==> src/rtl/mips_pkg.sv <==
// rtl/mips_pkg.sv - shared MIPS opcode/funct constants, ALU-op and branch encodings, ID FSM states
package mips_pkg;

  localparam logic [5:0] OP_RTYPE = 6'h00;
  localparam logic [5:0] OP_J     = 6'h02;
  localparam logic [5:0] OP_JAL   = 6'h03;
  localparam logic [5:0] OP_BEQ   = 6'h04;
  localparam logic [5:0] OP_BNE   = 6'h05;
  localparam logic [5:0] OP_ADDIU = 6'h09;
  localparam logic [5:0] OP_SLTI  = 6'h0A;
  localparam logic [5:0] OP_ANDI  = 6'h0C;
  localparam logic [5:0] OP_ORI   = 6'h0D;
  localparam logic [5:0] OP_XORI  = 6'h0E;
  localparam logic [5:0] OP_LUI   = 6'h0F;
  localparam logic [5:0] OP_LW    = 6'h23;
  localparam logic [5:0] OP_SW    = 6'h2B;

  localparam logic [5:0] FN_SLL  = 6'h00;
  localparam logic [5:0] FN_SRL  = 6'h02;
  localparam logic [5:0] FN_SRA  = 6'h03;
  localparam logic [5:0] FN_JR   = 6'h08;
  localparam logic [5:0] FN_ADDU = 6'h21;
  localparam logic [5:0] FN_SUBU = 6'h23;
  localparam logic [5:0] FN_AND  = 6'h24;
  localparam logic [5:0] FN_OR   = 6'h25;
  localparam logic [5:0] FN_XOR  = 6'h26;
  localparam logic [5:0] FN_NOR  = 6'h27;
  localparam logic [5:0] FN_SLT  = 6'h2A;

  localparam logic [4:0] REG_RA = 5'd31;

  typedef enum logic [3:0] {
    ALU_ADD = 4'd0,
    ALU_SUB = 4'd1,
    ALU_AND = 4'd2,
    ALU_OR  = 4'd3,
    ALU_XOR = 4'd4,
    ALU_NOR = 4'd5,
    ALU_SLT = 4'd6,
    ALU_SLL = 4'd7,
    ALU_SRL = 4'd8,
    ALU_SRA = 4'd9,
    ALU_LUI = 4'd10
  } alu_op_t;

  typedef enum logic [2:0] {
    BR_NONE = 3'd0,
    BR_BEQ  = 3'd1,
    BR_BNE  = 3'd2,
    BR_J    = 3'd3,
    BR_JAL  = 3'd4,
    BR_JR   = 3'd5
  } br_type_t;

  typedef enum logic {
    RUN    = 1'b0,
    BUBBLE = 1'b1
  } id_state_t;

endpackage

==> src/rtl/id_decoder.sv <==
// rtl/id_decoder.sv - combinational MIPS instruction decoder
// ILLEGAL_TRAP_EN exposes the illegal flag as a port.
module id_decoder
  import mips_pkg::*;
#(
  parameter int DATA_W = 32
) (
  input  logic [DATA_W-1:0] instr,
  output logic [3:0]        alu_op,
  output logic [DATA_W-1:0] imm,
  output logic [4:0]        rs,
  output logic [4:0]        rt,
  output logic [4:0]        dest,
  output logic              alu_src_imm,
  output logic              reg_wr,
  output logic              mem_rd,
  output logic              mem_wr,
  output logic [2:0]        br_type,
  output logic              uses_rt
`ifdef ILLEGAL_TRAP_EN
  ,
  output logic              illegal
`endif
);

  logic [5:0]        opcode;
  logic [5:0]        funct;
  logic [15:0]       imm16;
  logic [DATA_W-1:0] imm_sext;
  logic [DATA_W-1:0] imm_zext;
  logic [DATA_W-1:0] imm_lui;
  logic [DATA_W-1:0] imm_shamt;
  logic              wr;
  logic              bad;

  assign opcode    = instr[31:26];
  assign funct     = instr[5:0];
  assign rs        = instr[25:21];
  assign rt        = instr[20:16];
  assign imm16     = instr[15:0];
  assign imm_sext  = {{(DATA_W-16){imm16[15]}}, imm16};
  assign imm_zext  = {{(DATA_W-16){1'b0}}, imm16};
  assign imm_lui   = {imm16, {(DATA_W-16){1'b0}}};
  assign imm_shamt = {{(DATA_W-5){1'b0}}, instr[10:6]};

  always_comb begin
    alu_op      = ALU_ADD;
    imm         = imm_sext;
    dest        = 5'd0;
    alu_src_imm = 1'b0;
    wr          = 1'b0;
    mem_rd      = 1'b0;
    mem_wr      = 1'b0;
    br_type     = BR_NONE;
    uses_rt     = 1'b0;
    bad         = 1'b0;
    case (opcode)
      OP_RTYPE: begin
        uses_rt = 1'b1;
        dest    = instr[15:11];
        wr      = 1'b1;
        case (funct)
          FN_ADDU: alu_op = ALU_ADD;
          FN_SUBU: alu_op = ALU_SUB;
          FN_AND:  alu_op = ALU_AND;
          FN_OR:   alu_op = ALU_OR;
          FN_XOR:  alu_op = ALU_XOR;
          FN_NOR:  alu_op = ALU_NOR;
          FN_SLT:  alu_op = ALU_SLT;
          FN_SLL:  begin alu_op = ALU_SLL; imm = imm_shamt; alu_src_imm = 1'b1; end
          FN_SRL:  begin alu_op = ALU_SRL; imm = imm_shamt; alu_src_imm = 1'b1; end
          FN_SRA:  begin alu_op = ALU_SRA; imm = imm_shamt; alu_src_imm = 1'b1; end
          FN_JR:   begin wr = 1'b0; dest = 5'd0; br_type = BR_JR; end
          default: bad = 1'b1;
        endcase
      end
      OP_ADDIU: begin dest = rt; wr = 1'b1; alu_src_imm = 1'b1; end
      OP_SLTI:  begin dest = rt; wr = 1'b1; alu_src_imm = 1'b1; alu_op = ALU_SLT; end
      OP_ANDI:  begin dest = rt; wr = 1'b1; alu_src_imm = 1'b1; alu_op = ALU_AND; imm = imm_zext; end
      OP_ORI:   begin dest = rt; wr = 1'b1; alu_src_imm = 1'b1; alu_op = ALU_OR;  imm = imm_zext; end
      OP_XORI:  begin dest = rt; wr = 1'b1; alu_src_imm = 1'b1; alu_op = ALU_XOR; imm = imm_zext; end
      OP_LUI:   begin dest = rt; wr = 1'b1; alu_src_imm = 1'b1; alu_op = ALU_LUI; imm = imm_lui; end
      OP_LW:    begin dest = rt; wr = 1'b1; alu_src_imm = 1'b1; mem_rd = 1'b1; end
      OP_SW:    begin uses_rt = 1'b1; alu_src_imm = 1'b1; mem_wr = 1'b1; end
      OP_BEQ:   begin uses_rt = 1'b1; alu_op = ALU_SUB; br_type = BR_BEQ; end
      OP_BNE:   begin uses_rt = 1'b1; alu_op = ALU_SUB; br_type = BR_BNE; end
      OP_J:     br_type = BR_J;
      OP_JAL:   begin dest = REG_RA; wr = 1'b1; br_type = BR_JAL; end
      default:  bad = 1'b1;
    endcase
    // Undecodable words leave the pipe as side-effect-free NOPs.
    if (bad) begin
      alu_op      = ALU_ADD;
      dest        = 5'd0;
      alu_src_imm = 1'b0;
      wr          = 1'b0;
      mem_rd      = 1'b0;
      mem_wr      = 1'b0;
      br_type     = BR_NONE;
      uses_rt     = 1'b0;
    end
    reg_wr = wr & (dest != 5'd0);
  end

`ifdef ILLEGAL_TRAP_EN
  assign illegal = bad;
`endif

endmodule

==> src/rtl/id_stage.sv <==
// rtl/id_stage.sv - MIPS ID stage: decode, load-use bubbles, EX backpressure hold, ID/EX register
// ILLEGAL_TRAP_EN adds the ex_illegal output.
module id_stage
  import mips_pkg::*;
#(
  parameter int LU_BUBBLES = 1,
  parameter int DATA_W     = 32
) (
  input  logic              clk,
  input  logic              rst_n,
  input  logic              if_valid,
  input  logic [DATA_W-1:0] if_instr,
  input  logic [DATA_W-1:0] if_pc,
  output logic              id_ready,
  input  logic              flush,
  input  logic              ex_ready,
  output logic [4:0]        rf_r1_addr,
  output logic [4:0]        rf_r2_addr,
  output logic              ex_valid,
  output logic [DATA_W-1:0] ex_pc,
  output logic [3:0]        ex_alu_op,
  output logic [4:0]        ex_rs,
  output logic [4:0]        ex_rt,
  output logic [4:0]        ex_rd,
  output logic [DATA_W-1:0] ex_imm,
  output logic              ex_alu_src_imm,
  output logic              ex_reg_wr,
  output logic              ex_mem_rd,
  output logic              ex_mem_wr,
  output logic [2:0]        ex_br_type,
  output logic [25:0]       ex_jtarget
`ifdef ILLEGAL_TRAP_EN
  ,
  output logic              ex_illegal
`endif
);

  localparam int CNT_W = 2;

  logic [3:0]        dec_alu_op;
  logic [DATA_W-1:0] dec_imm;
  logic [4:0]        dec_rs;
  logic [4:0]        dec_rt;
  logic [4:0]        dec_dest;
  logic              dec_alu_src_imm;
  logic              dec_reg_wr;
  logic              dec_mem_rd;
  logic              dec_mem_wr;
  logic [2:0]        dec_br_type;
  logic              dec_uses_rt;
`ifdef ILLEGAL_TRAP_EN
  logic              dec_illegal;
`endif

  id_state_t         state;
  id_state_t         state_d;
  logic [CNT_W-1:0]  cnt;
  logic [CNT_W-1:0]  cnt_d;
  logic              advance;
  logic              hazard;
  logic              load;
  logic              kill;

  id_decoder #(.DATA_W(DATA_W)) u_dec (
    .instr       (if_instr),
    .alu_op      (dec_alu_op),
    .imm         (dec_imm),
    .rs          (dec_rs),
    .rt          (dec_rt),
    .dest        (dec_dest),
    .alu_src_imm (dec_alu_src_imm),
    .reg_wr      (dec_reg_wr),
    .mem_rd      (dec_mem_rd),
    .mem_wr      (dec_mem_wr),
    .br_type     (dec_br_type),
    .uses_rt     (dec_uses_rt)
`ifdef ILLEGAL_TRAP_EN
    ,
    .illegal     (dec_illegal)
`endif
  );

  assign advance = ~ex_valid | ex_ready;
  assign hazard  = if_valid & ex_valid & ex_mem_rd & (ex_rd != 5'd0) &
                   ((ex_rd == dec_rs) | ((ex_rd == dec_rt) & dec_uses_rt));
  assign id_ready = rst_n & advance & ~hazard & (state == RUN) & ~flush;

  // A held entry must see its own operands again from the synchronous regfile.
  assign rf_r1_addr = advance ? dec_rs : ex_rs;
  assign rf_r2_addr = advance ? dec_rt : ex_rt;

  always_ff @(posedge clk or negedge rst_n) begin
    if (!rst_n) begin
      state <= RUN;
      cnt   <= '0;
    end else begin
      state <= state_d;
      cnt   <= cnt_d;
    end
  end

  always_comb begin
    state_d = state;
    cnt_d   = cnt;
    load    = 1'b0;
    kill    = 1'b0;
    if (flush) begin
      kill    = 1'b1;
      state_d = RUN;
      cnt_d   = '0;
    end else begin
      case (state)
        RUN: begin
          if (!advance) begin
            load = 1'b0;
          end else if (hazard) begin
            kill  = 1'b1;
            cnt_d = CNT_W'(LU_BUBBLES - 1);
            if (LU_BUBBLES > 1) state_d = BUBBLE;
          end else begin
            load = 1'b1;
          end
        end
        BUBBLE: begin
          kill  = 1'b1;
          cnt_d = cnt - 1'b1;
          if (cnt == CNT_W'(1)) state_d = RUN;
        end
        default: state_d = RUN;
      endcase
    end
  end

  always_ff @(posedge clk or negedge rst_n) begin
    if (!rst_n) begin
      ex_valid       <= 1'b0;
      ex_pc          <= '0;
      ex_alu_op      <= '0;
      ex_rs          <= '0;
      ex_rt          <= '0;
      ex_rd          <= '0;
      ex_imm         <= '0;
      ex_alu_src_imm <= 1'b0;
      ex_reg_wr      <= 1'b0;
      ex_mem_rd      <= 1'b0;
      ex_mem_wr      <= 1'b0;
      ex_br_type     <= '0;
      ex_jtarget     <= '0;
`ifdef ILLEGAL_TRAP_EN
      ex_illegal     <= 1'b0;
`endif
    end else if (kill) begin
      ex_valid       <= 1'b0;
`ifdef ILLEGAL_TRAP_EN
      ex_illegal     <= 1'b0;
`endif
    end else if (load) begin
      ex_valid       <= if_valid;
      ex_pc          <= if_pc;
      ex_alu_op      <= dec_alu_op;
      ex_rs          <= dec_rs;
      ex_rt          <= dec_rt;
      ex_rd          <= dec_dest;
      ex_imm         <= dec_imm;
      ex_alu_src_imm <= dec_alu_src_imm;
      ex_reg_wr      <= dec_reg_wr;
      ex_mem_rd      <= dec_mem_rd;
      ex_mem_wr      <= dec_mem_wr;
      ex_br_type     <= dec_br_type;
      ex_jtarget     <= if_instr[25:0];
`ifdef ILLEGAL_TRAP_EN
      ex_illegal     <= if_valid & dec_illegal;
`endif
    end
  end

endmodule

==> config.mk <==
export PLATFORM = sky130hd
export DESIGN_NAME = id_stage
export DESIGN_NICKNAME = d
export VERILOG_FILES = /design/src/rtl/mips_pkg.sv /design/src/rtl/id_decoder.sv /design/src/rtl/id_stage.sv
export SDC_FILE = /design/constraint.sdc
export NUM_CORES = 1
export LEC_CHECK = 0
export ABC_AREA = 0
export ABC_CLOCK_PERIOD_IN_PS = 2900
export CORE_UTILIZATION = 42
export CTS_CLUSTER_DIAMETER = 60
export DETAILED_ROUTE_END_ITERATION = 10
export PLACE_DENSITY = 0.78
export SLEW_MARGIN = 20
export SYNTH_ARGS = -nofsm -noshare
export SYNTH_HDL_FRONTEND = slang
export SYNTH_SLANG_ARGS = --single-unit
==> constraint.sdc <==
create_clock -name clk -period 2.9 [get_ports clk]
set_input_delay 0.58 -clock clk [delete_from_list [all_inputs] [get_ports clk]]
set_output_delay 0.58 -clock clk [all_outputs]
set_load 0.005 [all_outputs]
==> metrics.csv <==
metric,value,unit
status,"finished, final reports clean",
DR WL met3,885,µm
Placeable Area,13300,µm²
DR vias/cell,5.16,
P&R area growth vs syn,47.9,%
Num CTS Buffers,9,
Final HPWL DP,11500,µm
"critical path fanouts, max",6,
first-pass GRT wire length,25300,µm
# fillers,1056,
fin. max-slew vios,0,
number of global-route vias before repair,4774,
Longest Clk Path Bufs,2,
Initial Util,43.4,%
max_slew headroom,44.2,%
DRC errors left,0,
flop and latch count out of synthesis,110,
Worst setup EP type,primary output,
Critical Path Sink,id_ready,
number of distinct library cells after synthesis,55,
FF-to-FF setup slack,170,ps
Cell Rows,42,
unrepaired setup endpoints after global routing,no,
Synth Warn #,0,
Gate Count Post-Synth,468,
DP Worst Slack,-721,ps
hold violation count in the final report,0,
sequential fraction of the synthesis area,47.5,%
H-tree depth,3,
Leak,3.92,nW
worst hold path class,in -> async,
Crit path required time,2320,ps
"FFs w/ async S/R, synth",100,%
M1 wire length,6880,µm
DR WL/cell,18.3,µm
Post-synth top flop,dfrtp_1,
"commonest non-fill, non-tap cell in the layout",clkdlybuf4s50_1,
Tmin final,2770,ps
worst flop-to-flop path endpoint,ex_alu_op[1],
GPL Wtd Cong,0.827,
Die Y,119,µm
f_max,361,MHz
pin count of the biggest net entering global routing,67,
layout net count,768,
startpoint class of the critical path,input pin,
# diodes,0,
Die W,119,µm
most frequent cells in the layout,"clkdlybuf4s50_1 (182), dfrtp_1 (110), mux2_4 (71), buf_4 (60), inv_1 (33)",
Final setup viols,0,
global route overflow,0,
Ports,197,
FF-to-FF Start,ex_rd[1],
GRT Total Usage,22.7,%
max incr delay on CP,350,ps
Clock Skew,7.31,ps
Skew-Pair Late Insertion Delay,350,ps
Routed WL,16100,µm
DIE AREA,14300,µm²
DR vias,4530,
CTS tree,done,
clock root cell,clkbuf_16,
VDD IR max,0.000349,V
Worst R2R Path Depth,8,
IO buf count,196,
Critical Path Source,if_instr[26],
final setup margin,129,ps
pwr dens,513,nW/µm²
Max Used Layer,met4,
Post-DRT Antenna Nets,0,
Crit path depth,8,
cell area after synthesis,5800,µm²
CP max-delay cell,a311oi_4,
CP arrival,2190,ps
DR iter-0 viols,225,
Final Power,4.40,mW
Hold Buf Count CTS,0,
layout cells sized above 1,27.4,%
Max Cap Violations,0,
final core occ,64.2,%
Tcrit/Tclk final,95.5,%
WP buf/inv,2,
Worst Setup Path Type,in -> out,
DRT Pass-1 Iters,4,
"Reg clk slew, reported paths",70,ps
initial antenna violation count,0,
Syn Area/Cell,12.4,µm²
crit-path cells,"dlygate4sd2_1, nor3_2, nand3b_1, a311oi_4, or3_4, a31oi_4, and2_4, clkbuf_2",
"CP delay by family, top",simple AND/OR/NAND/NOR gates,
Synth Net Count,538,
met2 routed WL,8020,µm
clock sinks,110,
Post-synth EDFFs,0,
worst slew pin tran,838,ps
setup TNS,0,ps
## worst min path at each step
| stage | slack [ps] | to | cells past startpoint |
|---|---|---|---|
| detailed placement | 490 | ex_pc[7] | 1 |
| floorplan | 280 | cnt[0] | 0 |
| CTS | 480 | ex_rd[3] | 2 |
| global route | 530 | ex_rd[4] | 2 |
| finish | 440 | ex_rd[4] | 2 |
| global placement | 470 | ex_pc[18] | 1 |
## registers in the layout, indices dropped and copies added, names as in the netlist
name            count
ex_pc              32
ex_mem_rd           1
ex_rd               5
ex_rs               5
ex_alu_op           4
ex_rt               4
ex_reg_wr           1
ex_jtarget         17
ex_mem_wr           1
cnt                 2
state               1
ex_imm             32
ex_br_type          3
ex_valid            1
ex_alu_src_imm      1
## synth_stat cells, types with 4 or more instances
cell type / instances / area, µm²
buf_6: 7 / 78.8
xnor2_1: 7 / 61.3
a22o_1: 5 / 43.8
mux2_2: 16 / 180
a21oi_1: 23 / 115
buf_12: 5 / 100
inv_1: 33 / 124
buf_4: 12 / 90.1
nor2_1: 24 / 90.1
buf_2: 4 / 20.0
o21ai_0: 7 / 35.0
nor3_1: 8 / 40.0
nand2b_1: 6 / 37.5
mux2i_1: 29 / 290
dfrtp_1: 110 / 2750
clkbuf_1: 12 / 45.0
nor2b_1: 8 / 50.1
mux2_4: 71 / 1070
a221oi_1: 5 / 43.8
nand2_1: 16 / 60.1
xor2_1: 5 / 43.8
## layout make-up
type	count	area, µm²	area share, %
clock buffers	10	239	2.79
clock inverters	5	108	1.26
inverters	33	124	1.44
multi-input cells	283	2650	31.0
flip-flops and latches	110	2750	32.1
well taps	176	220	2.57
repair buffers	261	2480	28.9
## logic make-up (layout without fill, tap and decap cells)
family          after synthesis  after routing  share of synthesized area (%)
xor+xnor                     12             12                           1.81
fa+ha+maj                     1              1                          0.216
compound gates               65             65                           7.64
flops                       110            110                           47.5
mux                         117            117                           26.7
simple gates                 88             88                           7.94
buf+inv                      75            309                           8.22
## per-layer routing
| metal | vias to the layer above | global-route usage (%) |
|---|---|---|
| met1 | 2261 | 28.2 |
| met5 | - | 0 |
| met2 | 163 | 39.2 |
| li1 | 2083 | - |
| met3 | 23 | 4.94 |
| met4 | 0 | 7.27 |
## worst reg2reg max path: cells and delay by family (launching register included)
kind	cells	cell delay, ps
multiplexers	1	360
flip-flops	1	380
buffers and inverters	3	880
AND/OR/NAND/NOR	1	560
AO/OA/AOI/OAI	3	450
## per-stage QoR
stage               area (µm²)  std cells  hold WS (ps)
global route              8570        878           529
CTS                       8530        876           476
floorplan                 5800        468           284
detailed placement        8110        857           494
global placement          8110        857           475
finish                    8570        878           445
## power breakdown
part | internal, mW | switching [mW] | total [mW]
clock | 0.866 | 0.558 | 1.42
sequential | 1.71 | 0.123 | 1.83
combinational | 0.743 | 0.396 | 1.14
total | 3.32 | 1.08 | 4.40
## repair_timing
item / CTS / global route
endpoints found under the hold margin: 0 / 0
gates cloned: 0 / 1
setup endpoints to repair: 67 / 39
pin swaps: 12 / 8
resized for setup: 30 / 15
buffers inserted: 4 / 1
Note: power is estimated with default switching activity, not from simulation.
